===== src/rtl/pow_5_pipe_arbiter_pkg.sv =====
// Shared types and helpers for the pow_5 pipeline arbiter: requester tag layout,
// counter width and a saturating increment.
package pow_5_pipe_arbiter_pkg;

    // Tag id is sized for the largest supported requester count (N up to 8).
    localparam int N_MAX = 8;
    localparam int ID_W  = $clog2(N_MAX);
    localparam int CNT_W = 16;

    typedef struct packed {
        logic            vld;
        logic [ID_W-1:0] id;
    } arb_tag_t;

    localparam arb_tag_t TAG_NONE = '{vld: 1'b0, id: '0};

    function automatic logic [CNT_W-1:0] sat_inc(input logic [CNT_W-1:0] v);
        return (v == {CNT_W{1'b1}}) ? v : v + 1'b1;
    endfunction

endpackage


===== src/rtl/pow_5_arb_tag_pipe.sv =====
// LAT-deep shift register of requester tags, advancing only on enabled cycles so it
// stays aligned with the clock-enabled pow_5 datapath; head_o is the oldest tag.
module pow_5_arb_tag_pipe
    import pow_5_pipe_arbiter_pkg::*;
#(
    parameter int LAT = 4
) (
    input  logic     clk_i,
    input  logic     rst_i,
    input  logic     en_i,
    input  arb_tag_t tag_i,
    output arb_tag_t head_o
);

    arb_tag_t stage_q [LAT];
    arb_tag_t stage_d [LAT];

    always_comb begin
        stage_d = stage_q;
        if (en_i) begin
            stage_d[0] = tag_i;
            for (int s = 1; s < LAT; s++) begin
                stage_d[s] = stage_q[s-1];
            end
        end
    end

    always_ff @(posedge clk_i or posedge rst_i) begin
        if (rst_i) begin
            for (int s = 0; s < LAT; s++) begin
                stage_q[s] <= TAG_NONE;
            end
        end else begin
            stage_q <= stage_d;
        end
    end

    assign head_o = stage_q[LAT-1];

endmodule


===== src/rtl/pow_5_pipe_arbiter.sv =====
// Round-robin arbiter sharing one clock-enabled pow_5 pipeline among N requesters;
// results are routed back by tag. Define POW5_ARB_STATS_EN for per-requester grant counters.
module pow_5_pipe_arbiter
    import pow_5_pipe_arbiter_pkg::*;
#(
    parameter int N   = 4,
    parameter int W   = 8,
    parameter int RW  = 32,
    parameter int LAT = 4
) (
    input  logic            clk,
    input  logic            rst,
    input  logic            clk_en,
    input  logic [N-1:0]    req_vld,
    input  logic [N*W-1:0]  req_n,
    output logic [N-1:0]    req_rdy,
    output logic            pipe_n_vld,
    output logic [W-1:0]    pipe_n,
    input  logic            pipe_res_vld,
    input  logic [RW-1:0]   pipe_res,
    output logic [N-1:0]    out_vld,
    output logic [N*RW-1:0] out_res,
    output logic            err
`ifdef POW5_ARB_STATS_EN
    ,
    output logic [N*CNT_W-1:0] grant_cnt
`endif
);

    // Handshake: requester i transfers its operand on a rising edge where
    // req_vld[i] & req_rdy[i]; req_rdy is a combinational one-hot grant that is
    // only ever raised on enabled cycles, and requesters hold req_n stable until then.

    logic [ID_W-1:0] ptr_q, ptr_d;
    logic [ID_W-1:0] win;
    logic            found;
    logic            issue;
    arb_tag_t        tag_in;
    arb_tag_t        head;

    logic [N-1:0]    out_vld_q, out_vld_d;
    logic [N*RW-1:0] out_res_q, out_res_d;
    logic            err_q, err_d;

    // First valid requester at or after ptr, wrapping mod N; MSB of result = found.
    function automatic logic [ID_W:0] rr_pick(input logic [N-1:0] vld,
                                              input logic [ID_W-1:0] ptr);
        logic [N_MAX-1:0] v;
        logic [ID_W:0]    r;
        int               s;
        v = '0;
        v[N-1:0] = vld;
        r = '0;
        for (int k = 0; k < N; k++) begin
            s = int'(ptr) + k;
            if (s >= N) s = s - N;
            if (!r[ID_W] && v[ID_W'(s)]) r = {1'b1, ID_W'(s)};
        end
        return r;
    endfunction

    always_comb begin
        {found, win} = rr_pick(req_vld, ptr_q);
        issue        = clk_en && found;
        req_rdy      = issue ? (N'(1) << win) : '0;
        pipe_n_vld   = issue;
        pipe_n       = issue ? req_n[win*W +: W] : '0;
        tag_in       = issue ? '{vld: 1'b1, id: win} : TAG_NONE;
    end

    always_comb begin
        ptr_d = ptr_q;
        if (issue) begin
            ptr_d = (win == ID_W'(N-1)) ? '0 : win + 1'b1;
        end
    end

    pow_5_arb_tag_pipe #(
        .LAT (LAT)
    ) u_tag_pipe (
        .clk_i  (clk),
        .rst_i  (rst),
        .en_i   (clk_en),
        .tag_i  (tag_in),
        .head_o (head)
    );

    // A result is accepted only when it lines up with a valid head tag; any
    // disagreement drops the result and latches err until reset.
    always_comb begin
        out_vld_d = '0;
        out_res_d = out_res_q;
        err_d     = err_q;
        if (clk_en) begin
            if (pipe_res_vld != head.vld) begin
                err_d = 1'b1;
            end else if (pipe_res_vld) begin
                for (int i = 0; i < N; i++) begin
                    if (head.id == ID_W'(i)) begin
                        out_vld_d[i]             = 1'b1;
                        out_res_d[i*RW +: RW]    = pipe_res;
                    end
                end
            end
        end
    end

    always_ff @(posedge clk or posedge rst) begin
        if (rst) begin
            ptr_q     <= '0;
            out_vld_q <= '0;
            out_res_q <= '0;
            err_q     <= 1'b0;
        end else begin
            ptr_q     <= ptr_d;
            out_vld_q <= out_vld_d;
            out_res_q <= out_res_d;
            err_q     <= err_d;
        end
    end

    assign out_vld = out_vld_q;
    assign out_res = out_res_q;
    assign err     = err_q;

`ifdef POW5_ARB_STATS_EN
    logic [CNT_W-1:0] cnt_q [N];

    always_ff @(posedge clk or posedge rst) begin
        if (rst) begin
            for (int i = 0; i < N; i++) begin
                cnt_q[i] <= '0;
            end
        end else begin
            for (int i = 0; i < N; i++) begin
                if (req_vld[i] && req_rdy[i]) begin
                    cnt_q[i] <= sat_inc(cnt_q[i]);
                end
            end
        end
    end

    always_comb begin
        grant_cnt = '0;
        for (int i = 0; i < N; i++) begin
            grant_cnt[i*CNT_W +: CNT_W] = cnt_q[i];
        end
    end
`endif

endmodule


===== config.mk =====
export PLATFORM = sky130hd
export DESIGN_NAME = pow_5_pipe_arbiter
export DESIGN_NICKNAME = d
export VERILOG_FILES = /design/src/rtl/pow_5_pipe_arbiter_pkg.sv /design/src/rtl/pow_5_arb_tag_pipe.sv /design/src/rtl/pow_5_pipe_arbiter.sv
export SDC_FILE = /design/constraint.sdc
export NUM_CORES = 1
export LEC_CHECK = 0
export ABC_AREA = 1
export CORE_ASPECT_RATIO = 0.7
export CORE_UTILIZATION = 45
export DETAILED_ROUTE_END_ITERATION = 6
export GPL_TIMING_DRIVEN = 0
export PLACE_DENSITY = 0.8
export SYNTH_ARGS = -nofsm -noshare
export SYNTH_HDL_FRONTEND = slang
export SYNTH_SLANG_ARGS = --single-unit

===== constraint.sdc =====
create_clock -name clk -period 5.35 [get_ports clk]
set_input_delay 0.8025 -clock clk [delete_from_list [all_inputs] [get_ports clk]]
set_output_delay 0.8025 -clock clk [all_outputs]
set_load 0.01 [all_outputs]

==> flow_summary.toml <==
[timing]
slew_headroom_pct = 48.9
fin_crit_sh_pct = 79.3
worst_pin_slew_ns = 0.767
clock_skew_ns = 0.00924
max_freq_mhz = 236
report.final.slew_viol_count = 0
fin_crit_ns = 4.24
hold_viol = 0
grt_setup_unrepaired = "false"
setup_viol = 0
layout_setup_ws_ns = 1.11

[clock_network]
cts_tree = "done"
cts_buffers = 17
holdBufCountCts = 0
cts_setup_buffers = 0
insertion_delay_ns = 0.42
clock_path_buffers = 2
clkTransAtPathRegs_ns = 0.06
clock-root-buffer = "clkbuf_16"
cts_htree_levels = 4
numClockSinks = 152
cts-resized-gates = 0

[min_path]
min-delay-path-class = "reg -> reg"
holdPathStages = 2

[cells_and_area]
syn2layout_area_growth_pct = 48.4
drive_gt1_share_pct = 5.74
nNetsFinal = 1007
diodes = 0
instances_no_fill = 1125

[die]
die_h_um = 100
pin_count = 218
initial_core_util_pct = 46.7
core_area_um2 = 13300
dieArea_um2 = 14300
fp-row-count = 35
die_w_um = 142

[synthesis]
netlist_instances = 693
synth_top_cells_by_area = "dfrtp_1 (61%), nand2_1 (12%), o21ai_0 (11%), inv_1 (4.8%), nand3_1 (1.9%)"
syn_avg_cell_area_um2 = 8.96
synth_seq_cells = 152
yosysMostFrequentCell = "nand2_1"
yosysTopAreaCell = "dfrtp_1"
ys_types = 24
syn-cell-area_um2 = 6210
synth_ff_type = "dfrtp_1"
synth_edf_count = 0
synth.top_cell.area_share_pct = 61.2
yosys_warnings = 0
netlist_top_cells_count = "nand2_1 (200), dfrtp_1 (152), o21ai_0 (136), inv_1 (80), clkbuf_1 (26)"
syn_nets = 771
async_reset_ff_share_pct = 100
ys_seq_area_share_pct = 61.2

[worst_setup_path]
start_kind = "flop"
cp_cell_sequence = "inv_2, ha_1, inv_1, nand3_1, nand3_2, nor2_2, inv_1, nand3_2, nand3_2, buf_2, inv_1, ha_1, inv_1, nor2_1, clkdlybuf4s50_1"
cp.required_ns = 4.55
crit_slowest_cell = "clkdlybuf4s50_1"
cp.arrival_ns = 3.44
cpPeakStageDelay_ns = 0.55
path_max_fanout = 11
cp_common_cell = "inv_1"
r2r_cells = 13
endpoint_kind = "output port"
critPathKind = "reg -> out"

[place]
dp.cells = 1095
portBuffers = 216
gp_congestion = 0.861
dp_slack_ns = 1.30
dp_hpwl_mm = 12.9

[grt]
grt_overflow = 0
grt_usage_pct = 26.3
grt_pass1_wl_mm = 28.5
antenna_found_initial = 0
grt_start_max_net_pins = 86
grt_pass1_vias = 5344

[routing]
drt_wl_total_mm = 17.9
vias_per_cell = 5.00
drt_iter0_markers = 317
drt_pass1_iterations = 5
dr_total_vias = 5626
post-route-drc-count = 0
postRouteAntennaNets = 0
wire_per_inst_um = 15.9

[outcome]
status = "finished clean"

[job]
maxCapViolCount = 0

[power_and_ir_drop]
power_density_nw_per_um2 = 593
irDropWorstVdd_v = 0.000414
cellLeakagePower_nw = 4.39
[kinds of logic after synthesis]
family          Yosys count  synth area share, %
simple gates            267                 18.1
flops                   152                 61.2
compound gates          147                 12.0
buf+inv                 121                 7.53
fa+ha+maj                 6                 1.21
[worst max-delay path: cells and delay by family, from the launching register on]
family        cells  cell delay [ns]
fa+ha+maj         2             0.55
buf+inv           7             1.21
simple gates      6             0.74
flops             1             0.50
[worst paths after layout]
kind                                            start  slack, ns                     to
worst max-delay path                         ptr_q[0]       1.11             req_rdy[1]
worst min-delay path            u_tag_pipe.stage_q[8]       0.47  u_tag_pipe.stage_q[8]
worst max register to register               ptr_q[0]       2.56               ptr_q[1]
worst min register to register  u_tag_pipe.stage_q[8]       0.47  u_tag_pipe.stage_q[8]
max in group asynchronous                         rst       3.63           out_res[124]
min in group asynchronous                         rst       0.91             out_res[5]
[sequential cells by signal, indices dropped and copies added (netlist names)]
signal,flops
out_res,128
u_tag_pipe.stage_q,12
out_vld,4
u_tag_pipe.head_o,4
ptr_q,3
err,1
[metal layers]
metal / GRT usage, % / vias up / part of all wire [%]
li1: - / 2686 / -
met1: 36.9 / 2725 / 45
met2: 40.1 / 202 / 46
met3: 6.35 / 13 / 7.7
met4: 8.68 / 0 / 0.98
met5: 0 / - / 0
[placed cells by master (no fill, tap or decap)]
cell type | synthesis | layout
clkdlybuf4s50_1 | 0 | 216
nand2_1 | 200 | 200
dfrtp_1 | 152 | 152
o21ai_0 | 136 | 136
inv_1 | 80 | 79
clkbuf_1 | 26 | 26
nand3_1 | 24 | 24
clkbuf_16 | 0 | 17
nand4_1 | 15 | 15
nor2_1 | 14 | 14
inv_2 | 8 | 8
a21oi_1 | 7 | 7
ha_1 | 6 | 6
buf_2 | 5 | 5
clkinv_2 | 0 | 5
nor3_1 | 4 | 4
nand3_2 | 3 | 3
bufinv_16 | 0 | 3
nand2_2 | 2 | 2
o211ai_1 | 2 | 2
or2_1 | 2 | 2
inv_6 | 0 | 2
clkinvlp_4 | 0 | 2
clkinv_4 | 0 | 2
nor2_2 | 1 | 1
nand4_2 | 1 | 1
o21ai_1 | 1 | 1
nand2_4 | 1 | 1
buf_6 | 1 | 1
buf_1 | 1 | 1
o21bai_1 | 1 | 1
buf_16 | 0 | 1
[per-stage QoR]
step	setup TNS (ns)	hold slack, ns	area (µm²)	total power (W)	util (%)
2_1_floorplan	0	0.442	6210	0.00298	-
3_3_place_gp	-224.52	0.455	8610	0.00421	64.6
3_5_place_dp	0	0.458	8640	0.00428	64.9
4_1_cts	0	0.474	9220	0.00548	69.3
5_1_grt	0	0.486	9220	0.00581	69.3
6_report	0	0.467	9220	0.00546	69.3
[where the power goes]
part / switching (W) / internal, W
clock network: 0.000461 / 0.000726
logic: 0.00127 / 0.00123
registers: 0.000233 / 0.00155
[cell type report]
| cell class | instances | area, µm² |
|---|---|---|
| plain buffers | 33 | 138 |
| clock buffers | 17 | 425 |
| clock inverters | 13 | 156 |
| fillers | 1088 | 4090 |
| inverters | 88 | 335 |
| multi-input cells | 420 | 1940 |
| flip-flops and latches | 152 | 3800 |
| well taps | 185 | 231 |
| repair buffers | 217 | 2190 |
(Power assumes the default switching activity.)
==> patch 1 (same flow settings) <==
Put one more register stage on the output `err`. The value now appears one clock later. The other outputs are not delayed to match.
--- a/src/rtl/pow_5_pipe_arbiter.sv
+++ b/src/rtl/pow_5_pipe_arbiter.sv
@@ -123,3 +123,5 @@
     assign out_res = out_res_q;
-    assign err     = err_q;
+    always_ff @(posedge clk) begin
+        err <= err_q;
+    end
 
Behaviour: not the same (a bounded check fails within 4 cycles, from zero or initial values and one cycle with rst high).
==> patch 1 against the original RTL <==
- die area up 0.32%
- critical path type unchanged
- routed wire length shrank 0.59%
- sequential cell count is 1 higher
- hold slack got worse by 0.091 ns
- final area is 0.41% higher
- synthesized cell count up 0.14%
- setup slack lost 0.030 ns
- total power is 0.35% higher
- non-clock buffer count unchanged
- count of clock-buffer cells in the layout is 1 higher
- synthesized area grew 0.32%
==> patch 1: results (changes against the original RTL) <==
Outcome
  – Status: complete, no violations

GRT
  – Largest net degree at the start of global routing: 83 (-3.5%)
  – GRT met3 Usage: 0.0689 (+0.00543)
  – Gr usage total: 0.261 (-0.00209)
  – Global routing usage on met1: 0.360 (-0.00868)
  – Vias in the first global route: 5351 (+0.13%)
  – Global-route wire length before repair: 28.3 mm (-0.53%)

Layout
  – Share of layout cells above drive strength 1: 0.0594 (+0.00194)
  – Non-clock buffer share: 0.251 (-0.00102)
  – Nets: 1008 (+0.099%)
  – Clock-cell share of area: 0.0647 (+0.00164)
  – Register area: 3820 sq um (+0.53%)
  – Clock buf count: 18 (+1)
  – Layout fillers: 1055 (-3.0%)
  – Cell area after layout: 9260 sq um (+0.41%)

Yosys
  – Compound-Gate Fraction of Synth Area: 0.119 (-0.000384)
  – Synth top area cells: dfrtp_1, nand2_1, o21ai_0
  – Sequential area share after synthesis: 0.614 (+0.00125)
  – Synth Area in Adders: 0.0120 (-0.0000388)
  – Syn Area/Cell: 8.98 sq um (+0.18%)
  – Cell variety after synth: 25 (+4.2%)
  – Syn nets: 772 (+0.13%)
  – Post-synth ARST share: 0.993 (-0.00654)

Timing
  – Clock Skew: 0.0116 ns (+0.00235 ns)
  – Worst slew margin relative to its limit: 0.560 (+0.0710)

Place
  – Placed cell count: 1096 (+0.091%)
  – Place WS: 1.27 ns (-0.0310 ns)
  – HPWL after DPL: 13.0 mm (+0.71%)

Route
  – Wl on met1: 8.11 mm (+0.11%)
  – Metal3 WL: 1.27 mm (-8.2%)
  – Routed WL per cell: 15.8 microns (-0.85%)

Pwr
  – Peak supply drop: 0.493 mV (+19%)
  – Leakage: 4.41 nW (+0.34%)
  – NetSw: 0.00199 W (+1.5%)

Critical path
  – CP arrival: 3.47 ns (+0.03 ns)
patch 1: changes by cell type after synthesis, sizes merged:
cell,before,now
dfxtp,0,1
patch 1: path summary, 6_finish.rpt:
kind	startpoint	slack (ns)	endpoint	cells past startpoint
max in group asynchronous	rst	3.64	out_res[26]$_DFFE_PP0P_	3
hold reg to reg	err_q$_DFFE_PP0P_	0.38	err$_DFF_P_	0
setup reg to reg	ptr_q[0]$_DFFE_PP0P_	2.53	ptr_q[1]$_DFFE_PP0P_	13
setup / recovery	ptr_q[0]$_DFFE_PP0P_	1.08	req_rdy[3]	15
hold / removal	err_q$_DFFE_PP0P_	0.38	err$_DFF_P_	0
min in group asynchronous	rst	0.86	out_res[1]$_DFFE_PP0P_	2
patch 1: stage by stage:
stage | setup TNS [ns] | hold WS (ns)
finish | 0 | 0.376
global route | 0 | 0.400
CTS | 0 | 0.381
detailed placement | 0 | 0.363
global placement | -222.48 | 0.357
floorplan | 0 | 0.342
==> patch 2 (same settings) <==
Without the edit above. The option `POW5_ARB_STATS_EN` is turned on by a define.
--- a/src/rtl/pow_5_pipe_arbiter.sv
+++ b/src/rtl/pow_5_pipe_arbiter.sv
@@ -2,2 +2,4 @@
 // results are routed back by tag. Define POW5_ARB_STATS_EN for per-requester grant counters.
+`define POW5_ARB_STATS_EN
+
 module pow_5_pipe_arbiter
Formal check against the unedited RTL (old outputs only; new: grant_cnt): equivalent (equiv_simple and equiv_induct, registers matched by name and starting in step).
==> patch 2 against the original RTL <==
- routed wire length is 65% higher
- clock power is 41% higher
- setup slack worse by 0.20 ns
- total power is 41% higher
- synthesized area is 64% higher
- sequential cell count is 64 higher
- hold slack worse by 0.0079 ns
- sequential power is 38% higher
- final area is 54% higher
- sequential share of layout area is 3.2 points lower
- die area is 62% higher
- register-to-register slack worse by 0.36 ns
- core utilization is 4.3 points lower
- critical path type unchanged
- critical endpoint unchanged
- largest power group unchanged
==> patch 2: results (changes against the original RTL) <==
Yosys
  – Synth top area cells: dfrtp_1, nand2_1, o21ai_0
  – Syn nets: 1274 (+65%)
  – Sequential area share after synthesis: 0.532 (-0.0805)
  – Cell variety after synth: 37 (+54%)
  – Synth cell count leaders: nand2_1, dfrtp_1, o21ai_0

Layout
  – Share of layout cells above drive strength 1: 0.0665 (+0.00904)
  – Layout fillers: 1810 (+66%)
  – Cell area after layout: 14200 sq um (+54%)

Route
  – Iteration-0 DRC Markers: 644 (+100%)
  – Drt total wl: 29.6 mm (+65%)
  – Total number of vias: 9594 (+71%)

Pwr
  – Leakage: 6.59 nW (+50%)
  – Peak supply drop: 0.523 mV (+26%)

Clocking
  – Worst skew pair latency: 0.51 ns (+0.09 ns)
  – CTS Buf Count: 23 (+6)
  – Clock H-tree levels: 1 (-3)
  – Number of gates resized after CTS: 0 (unchanged)
  – CTS max path bufs: 3 (+1)

Timing
  – Clock Skew: 0.0161 ns (+0.00685 ns)
  – Slew @ Worst Pin: 0.634 ns (-0.133 ns)

Place
  – Gpl congestion: 0.906 (+5.3%)
  – HPWL after DPL: 22.0 mm (+70%)
  – Port-buffer cells: 280 (+30%)

Outcome
  – Status: complete, no violations

Critical path
  – CP arrival: 3.64 ns (+0.20 ns)
  – Worst Path Max Fanout: 10 (-1)
  – Slowest stage delay, CP: 0.60 ns (+0.05 ns)

GRT
  – Vias in the first global route: 9041 (+69%)
  – Global-route wire length before repair: 48.2 mm (+69%)
  – Gr usage total: 0.259 (-0.00388)
  – Largest net degree at the start of global routing: 45 (-48%)
-- patch 2: changes by cell type after synthesis, moves of 6 or more --
| cell | change |
|---|---|
| nand2_1 | +217 |
| dfrtp_1 | +64 |
| nand4_1 | +44 |
| xor2_1 | +32 |
| nor2_1 | +31 |
| nand3_1 | +28 |
| nor3_1 | +20 |
| xnor2_1 | +20 |
| a21oi_1 | -7 |
| buf_6 | +7 |
| o21ai_0 | +6 |
| o21ai_1 | +6 |
-- patch 2: kinds of logic (layout without fill, tap and decap cells) --
logic type | Yosys count | in the layout | synth area share
buffers and inverters | 141 | 465 | 0.0616
and+or+nand+nor | 625 | 625 | 0.274
xor gates and xnor gates | 52 | 52 | 0.0448
AOI/OAI and AO/OA | 154 | 154 | 0.0788
adders and majority gates | 7 | 7 | 0.00862
DFF | 216 | 216 | 0.532
-- patch 2: path summary, 6_finish.rpt --
path | slack, ns | to | cells past startpoint
hold reg to reg | 0.46 | u_tag_pipe.stage_q[4]$_DFFE_PP0P_ | 2
setup reg to reg | 2.20 | grant_cnt[50]$_DFFE_PP0P_ | 19
setup / recovery | 0.91 | req_rdy[1] | 14
max in group asynchronous | 3.45 | grant_cnt[26]$_DFFE_PP0P_ | 5
hold / removal | 0.46 | u_tag_pipe.stage_q[4]$_DFFE_PP0P_ | 2
min in group asynchronous | 0.73 | out_res[116]$_DFFE_PP0P_ | 2
-- patch 2: worst register-to-register path: cells and delay by family, from the launching register on --
kind                     cells  cell delay [ns]
AND/OR/NAND/NOR             11             1.23
flip-flops                   1             0.44
adder cells (fa/ha/maj)      2             0.52
buffers and inverters        6             0.86
-- patch 2: power breakdown --
| group | total (W) | switching, W | leakage (nW) | internal (W) |
|---|---|---|---|---|
| clock network | 0.00168 | 0.000641 | 0.395 | 0.00104 |
| registers | 0.00245 | 0.000352 | 2.86 | 0.00210 |
| logic | 0.00359 | 0.00199 | 3.34 | 0.00160 |
-- patch 2: routing by layer --
layer / GRT usage / up-vias / part of all wire
met5: 0 / - / 0
met4: 0.0628 / 0 / 0.025
met3: 0.0517 / 60 / 0.086
met2: 0.411 / 430 / 0.45
met1: 0.365 / 4606 / 0.44
li1: - / 4498 / -
-- patch 2: layout make-up --
class                           count  area share
Clock buffer                       30      0.0451
Inverter                           90      0.0247
Multi-Input combinational cell    838       0.291
Sequential cell                   216       0.380
Tap cell                          282      0.0248
Clock inverter                      9      0.0109
Timing Repair Buffer              285       0.204
Buffer                             51      0.0195
-- patch 2: per-stage QoR --
step                setup WS [ns]  cells
detailed placement           1.05   1762
finish                      0.912   1801
global placement            0.150   1757
floorplan                    1.74   1195
global route                0.641   1801
CTS                         0.893   1801
